--- config.mk ---
export PLATFORM = sky130hd
export DESIGN_NAME = matrix_mult_nxn
export DESIGN_NICKNAME = d
export VERILOG_FILES = /design/src/rtl/matrix_mult_nxn.sv
export SDC_FILE = /design/constraint.sdc
export NUM_CORES = 1
export LEC_CHECK = 0
export ABC_AREA = 1
export CAP_MARGIN = 10
export CORE_MARGIN = 10
export CORE_UTILIZATION = 31
export CTS_CLUSTER_SIZE = 30
export DETAILED_ROUTE_END_ITERATION = 10
export HOLD_SLACK_MARGIN = 0.03
export PLACE_DENSITY = 0.54
export RECOVER_POWER = 25
export SYNTH_ARGS = -nofsm -noshare
export SYNTH_HDL_FRONTEND = slang
export SYNTH_SLANG_ARGS = --single-unit
--- constraint.sdc ---
create_clock -name clk -period 12.1 [get_ports clk]
set_input_delay 1.815 -clock clk [delete_from_list [all_inputs] [get_ports clk]]
set_output_delay 1.815 -clock clk [all_outputs]
set_load 0.1 [all_outputs]
--- src/rtl/matrix_mult_nxn.sv ---
// Purpose: UART-fed NxN unsigned 8-bit matrix multiplier. Collects A then B row-major
//          from rx bytes, computes R = A*B with one MAC per cycle, streams R row-major out.
// Latency: state changes on the edge sampling the last B byte; N^3 compute cycles;
//          first tx_dv one cycle after entering SEND (if tx_active low).
// Backpressure: one byte outstanding at a time; next byte waits for tx_done and tx_active=0.
//          rx bytes arriving during COMPUTE/SEND are discarded and flagged on rx_drop.
// Ports: clk/rst_n (async active-low); rx_dv/rx_byte receive stream; abort synchronous
//        frame discard; tx_dv/tx_byte/tx_done/tx_active transmit handshake;
//        busy (not idle), done (frame complete pulse), rx_drop, debug (state code).
module matrix_mult_nxn #(
    parameter int N     = 2,
    parameter int SAT   = 0,
    parameter int ACC_W = 16 + $clog2(N)
) (
    input  logic       clk,
    input  logic       rst_n,
    input  logic       rx_dv,
    input  logic [7:0] rx_byte,
    input  logic       abort,
    output logic       tx_dv,
    output logic [7:0] tx_byte,
    input  logic       tx_done,
    input  logic       tx_active,
    output logic       busy,
    output logic       done,
    output logic       rx_drop,
    output logic [2:0] debug
);
    localparam int NN = N * N;
    localparam int IW = $clog2(NN);
    localparam int CW = $clog2(N);

    if (N < 2 || N > 8) begin : g_bad_n
        $error("matrix_mult_nxn: N must be in 2..8");
    end
    if (ACC_W < 16 + $clog2(N)) begin : g_bad_acc
        $error("matrix_mult_nxn: ACC_W too narrow for N");
    end

    // Encoding doubles as the debug state code.
    typedef enum logic [2:0] {
        S_IDLE    = 3'd0,
        S_RECV_A  = 3'd1,
        S_RECV_B  = 3'd2,
        S_COMPUTE = 3'd3,
        S_SEND    = 3'd4
    } state_t;

    state_t state_q, state_d;

    logic [7:0]       a_mem [NN];
    logic [7:0]       b_mem [NN];
    logic [7:0]       r_mem [NN];
    logic [IW-1:0]    rx_cnt;
    logic [IW-1:0]    tx_cnt;
    logic [CW-1:0]    i, j, k;
    logic [ACC_W-1:0] acc;
    logic             pending;   // a byte has been handed to the UART, awaiting tx_done

    logic [IW-1:0]    a_idx, b_idx, r_idx;
    logic [15:0]      prod;
    logic [ACC_W-1:0] sum;
    logic [7:0]       sat_val, res;
    logic             rx_last, tx_last, k_last, j_last, i_last, mac_last;

    assign a_idx = IW'(i) * IW'(N) + IW'(k);
    assign b_idx = IW'(k) * IW'(N) + IW'(j);
    assign r_idx = IW'(i) * IW'(N) + IW'(j);

    assign prod    = {8'd0, a_mem[a_idx]} * {8'd0, b_mem[b_idx]};
    assign sum     = acc + ACC_W'(prod);
    assign sat_val = (sum > ACC_W'(255)) ? 8'hFF : sum[7:0];
    assign res     = (SAT != 0) ? sat_val : sum[7:0];

    assign rx_last  = (rx_cnt == IW'(NN - 1));
    assign tx_last  = (tx_cnt == IW'(NN - 1));
    assign k_last   = (k == CW'(N - 1));
    assign j_last   = (j == CW'(N - 1));
    assign i_last   = (i == CW'(N - 1));
    assign mac_last = k_last && j_last && i_last;

    assign debug = state_q;

    always_ff @(posedge clk or negedge rst_n) begin
        if (!rst_n) begin
            state_q <= S_IDLE;
        end else begin
            state_q <= state_d;
        end
    end

    always_comb begin
        state_d = state_q;
        unique case (state_q)
            S_IDLE:    if (rx_dv) state_d = S_RECV_A;
            S_RECV_A:  if (rx_dv && rx_last) state_d = S_RECV_B;
            S_RECV_B:  if (rx_dv && rx_last) state_d = S_COMPUTE;
            S_COMPUTE: if (mac_last) state_d = S_SEND;
            S_SEND:    if (pending && tx_done && tx_last) state_d = S_IDLE;
            default:   state_d = S_IDLE;
        endcase
        // abort in idle is a no-op, so forcing idle unconditionally is safe
        if (abort) state_d = S_IDLE;
    end

    always_ff @(posedge clk or negedge rst_n) begin
        if (!rst_n) begin
            tx_dv   <= 1'b0;
            tx_byte <= 8'd0;
            busy    <= 1'b0;
            done    <= 1'b0;
            rx_drop <= 1'b0;
            rx_cnt  <= '0;
            tx_cnt  <= '0;
            i       <= '0;
            j       <= '0;
            k       <= '0;
            acc     <= '0;
            pending <= 1'b0;
            for (int n = 0; n < NN; n++) begin
                a_mem[n] <= 8'd0;
                b_mem[n] <= 8'd0;
                r_mem[n] <= 8'd0;
            end
        end else begin
            tx_dv   <= 1'b0;
            done    <= 1'b0;
            rx_drop <= 1'b0;
            busy    <= (state_d != S_IDLE);
            if (abort && state_q != S_IDLE) begin
                // tx_byte is left alone: a byte already with the UART is not retracted
                rx_cnt  <= '0;
                tx_cnt  <= '0;
                i       <= '0;
                j       <= '0;
                k       <= '0;
                acc     <= '0;
                pending <= 1'b0;
            end else begin
                unique case (state_q)
                    S_IDLE: begin
                        if (rx_dv) begin
                            a_mem[0] <= rx_byte;
                            rx_cnt   <= IW'(1);
                        end
                    end
                    S_RECV_A: begin
                        if (rx_dv) begin
                            a_mem[rx_cnt] <= rx_byte;
                            rx_cnt        <= rx_last ? '0 : rx_cnt + IW'(1);
                        end
                    end
                    S_RECV_B: begin
                        if (rx_dv) begin
                            b_mem[rx_cnt] <= rx_byte;
                            rx_cnt        <= rx_last ? '0 : rx_cnt + IW'(1);
                            if (rx_last) begin
                                i   <= '0;
                                j   <= '0;
                                k   <= '0;
                                acc <= '0;
                            end
                        end
                    end
                    S_COMPUTE: begin
                        rx_drop <= rx_dv;
                        if (k_last) begin
                            // final term folds into the written value; acc restarts
                            r_mem[r_idx] <= res;
                            acc          <= '0;
                            k            <= '0;
                            if (j_last) begin
                                j <= '0;
                                i <= i_last ? '0 : i + CW'(1);
                            end else begin
                                j <= j + CW'(1);
                            end
                        end else begin
                            acc <= sum;
                            k   <= k + CW'(1);
                        end
                        if (mac_last) begin
                            tx_cnt  <= '0;
                            pending <= 1'b0;
                        end
                    end
                    S_SEND: begin
                        rx_drop <= rx_dv;
                        if (pending) begin
                            if (tx_done) begin
                                pending <= 1'b0;
                                if (tx_last) begin
                                    done   <= 1'b1;
                                    tx_cnt <= '0;
                                end else begin
                                    tx_cnt <= tx_cnt + IW'(1);
                                end
                            end
                        end else if (!tx_active) begin
                            tx_byte <= r_mem[tx_cnt];
                            tx_dv   <= 1'b1;
                            pending <= 1'b1;
                        end
                    end
                    default: ;
                endcase
            end
        end
    end
endmodule

==> results.md <==
| Parameter | Reported | Unit |
| --- | --- | --- |
| Drt via density | 4.59 | - |
| Portion of total power attributed to the clock network | 33.8 | % |
| Transition time of the tightest slew-check pin | 3.33 | ns |
| Clock transition at the registers of the reported paths | 0.06 | ns |
| Prevailing post-synth register cell | dfrtp_1 | - |
| Static Leakage | 0.00400 | uW |
| Core outline area | 0.0226 | mm^2 |
| Number of iterations in the first detailed-routing pass | 5 | - |
| Post-route antenna net violation count | 0 | - |
| Pin count of the biggest net entering global routing | 69 | - |
| Nets in the synthesized netlist | 965 | - |
| Number of buffer cells added on primary ports | 28 | - |
| Critical path data arrival time | 5.79 | ns |
| Placed insts | 1196 | - |
| Global route total overflow | 0 | - |
| Global placer's final weighted congestion | 0.820 | - |
| Netlist area before placement | 0.00714 | mm^2 |
| FP Rows | 55 | - |
| Most prevalent standard cell on the critical path | nand2_1 | - |
| Number of enable flip-flop cells after synthesis | 0 | - |
| Relative area change from synthesis to final layout | 14.1 | % |
| Clock tree from TritonCTS | done | - |
| Class of the tightest hold or removal check | reg -> reg | - |
| Wire length of the first global-routing pass | 29.9 | mm |
| Library cell used as clock root buffer | clkbuf_16 | - |
| Outcome | finished, violations left | - |
| Switching power | 520 | uW |
| Unrepaired setup endpoints after global routing | false | - |
| Number of clock buffers inserted by TritonCTS | 17 | - |
| Die Height | 172 | um |
| Power consumption | 1460 | uW |
| Ant diodes | 0 | - |
| Number of setup violations in the final report | 0 | - |
| Post-synthesis instance total | 911 | - |
| Logic gate share of total power | 28.8 | % |
| Total number of vias | 5626 | - |
| Number of slew-limit violations in the final report | 61 | - |
| Violations in the final reports | capacitance limit, slew limit | - |
| Global-route total usage across every layer | 12.9 | % |
| Proportion of layout cells with a drive suffix above 1 | 5.21 | % |
| Number of nets in the finished design | 984 | - |
| Min Clock Period, post-route | 5.48 | ns |
| Die W | 172 | um |
| Number of DRC markers in iteration 0 | 322 | - |
| Sequential group share of total power | 37.4 | % |
| Sequential cell area fraction in the yosys report | 44.5 | % |
| Hold bufs inserted after CTS | 0 | - |
| Number of cells in the finished layout apart from fillers | 1226 | - |
| CP startpoint kind | flop | - |
| Largest buffer count on any clock path | 2 | - |
| Antenna violations before repair | 0 | - |
| Cell internal power dissipation | 940 | uW |
| Final Core Density | 36.0 | % |
| Final count of hold timing violations | 0 | - |
| I/O pin total | 29 | - |
| Unique masters post-synth | 36 | - |
| Largest cells by area after synthesis | dfrtp_1 45%, nand2_1 15%, o21ai_0 7.8%, inv_1 7.4%, fa_1 5.0% | - |
| Post-layout instance area | 0.00814 | mm^2 |
| Source-to-sink clock delay at the later pin of the worst-skew pair | 0.43 | ns |
| Delay of the slowest critical-path stage | 0.74 | ns |
| Total power density per cell area | 179 | mW/mm^2 |
| Final Cycle Share | 45.3 | % |
| Count of clock tree sinks | 127 | - |
| Maximum net fanout on the critical path | 20 | - |
| Leading cell type in the layout, fill and taps excluded | nand2_1 | - |
| Highest achievable clock rate | 0.182 | GHz |
| Vias in the first global route | 5577 | - |
| Setup TNS | 0 | ns |
| Initial core utilization | 31.5 | % |
| Highest-count cells in the layout ignoring fill and taps | 284 x nand2_1, 141 x inv_1, 127 x dfrtp_1 | - |
| Total Routed Length | 17.9 | mm |
| Slew Limit Headroom | -122 | % |
| Share of synthesized flip-flops with an asynchronous set or reset | 100 | % |
| Skew final | 0.0190 | ns |
| Post-detailed-placement half-perimeter wirelength | 12.6 | mm |
| Worst VDD drop | 0.0867 | mV |
| H-tree levels | 4 | - |
| Register bit total from synthesis | 127 | - |
| Drc violations | 0 | - |
| Category of the most critical setup path | reg -> reg | - |
| Floorplan die area | 0.0295 | mm^2 |
| Count of cells resized by post-cts repair | 0 | - |
| Cell taking the most area after synthesis | dfrtp_1 | - |
| Post-synthesis area per instance | 7.83 | um^2 |
| Post-synth top area share | 44.5 | % |
| Net switching share of the total power | 35.6 | % |
| Required time worst endpoint | 12.40 | ns |
| Critical Path Slowest Stage Cell | dfrtp_1 | - |
| Type of destination of the critical path | flop | - |
| Synth warn | 0 | - |
| Routed WL per cell | 14.6 | um |
| Instance area at placement | 0.00759 | mm^2 |
| Maximum Capacitance Violations | 1 | - |
| # Post-CTS Setup Buffers | 0 | - |
layout make-up:
cell class	instances	area [um^2]
timing repair buffer	30	289
inverter	147	554
clock inverter	5	55.1
multi-input combinational	607	3200
tap	285	357
fill	2388	14500
sequential	127	3180
clock buffer	25	505
Yosys cell counts, drive strengths merged, types with 2 or more instances:
cell	number
a21oi	13
dfrtp	127
o21ai	120
ha	22
nor3	8
fa	18
nand3	66
xor2	3
o211ai	6
a31oi	8
nor2	45
nand2	287
buf	23
inv	147
a211oi	2
clkbuf	7
critical path: cells and delay by family (launching register included):
kind	cells	cell delay [ns]
flops	1	0.74
simple gates	13	1.30
fa+ha+maj	5	2.30
xor+xnor	1	0.23
buf+inv	6	0.76
power by group through the flow:
| stage | clock network [uW] | registers, uW | logic (uW) |
|---|---|---|---|
| after global routing | 522 | 557 | 493 |
| after CTS | 506 | 546 | 427 |
| final | 494 | 546 | 421 |
| after floorplan | 0 | 555 | 313 |
| after detailed placement | 0 | 553 | 424 |
| after global placement | 0 | 551 | 420 |
routing by layer:
layer,wire length (um),share of wire [%],vias up,track usage (%)
met5,0,0,-,0
met4,267,1.5,0,3.97
met3,767,4.3,18,2.98
met2,8000,45,102,19.9
met1,8830,49,2603,17.6
li1,-,-,2903,-
kinds of logic after synthesis:
family,Yosys count,synth area share [%]
adders and majority gates,40,8.91
AOI/OAI and AO/OA,154,11.7
and+or+nand+nor,409,23.8
buffers and inverters,177,10.5
xor gates and xnor gates,4,0.491
DFF,127,44.5
stage by stage:
| step | hold slack, ns | setup slack [ns] |
|---|---|---|
| after floorplan | 0.444 | 7.73 |
| after global placement | 0.465 | 6.71 |
| after detailed placement | 0.461 | 6.59 |
| after CTS | 0.476 | 6.56 |
| after global routing | 0.508 | 6.03 |
| final | 0.470 | 6.62 |
flip-flops by register name, summed over array words and instances, names as in the netlist:
name	count
tx_dv	1
j	1
done	1
i	1
busy	1
rx_cnt	2
acc	8
rx_drop	1
k	1
pending	1
r_mem	32
b_mem	32
a_mem	32
tx_cnt	2
debug	3
tx_byte	8
final timing paths:
| check | from | to | slack (ns) | cells after the start |
|---|---|---|---|---|
| setup / recovery | j | r_mem[7] | 6.62 | 25 |
| hold / removal | r_mem[23] | r_mem[23] | 0.47 | 2 |
| setup reg to reg | j | r_mem[7] | 6.62 | 25 |
| hold reg to reg | r_mem[23] | r_mem[23] | 0.47 | 2 |
| max in group asynchronous | rst_n | a_mem[15] | 7.35 | 2 |
| min in group asynchronous | rst_n | tx_cnt[0] | 2.50 | 1 |
(Power assumes the default switching activity.)
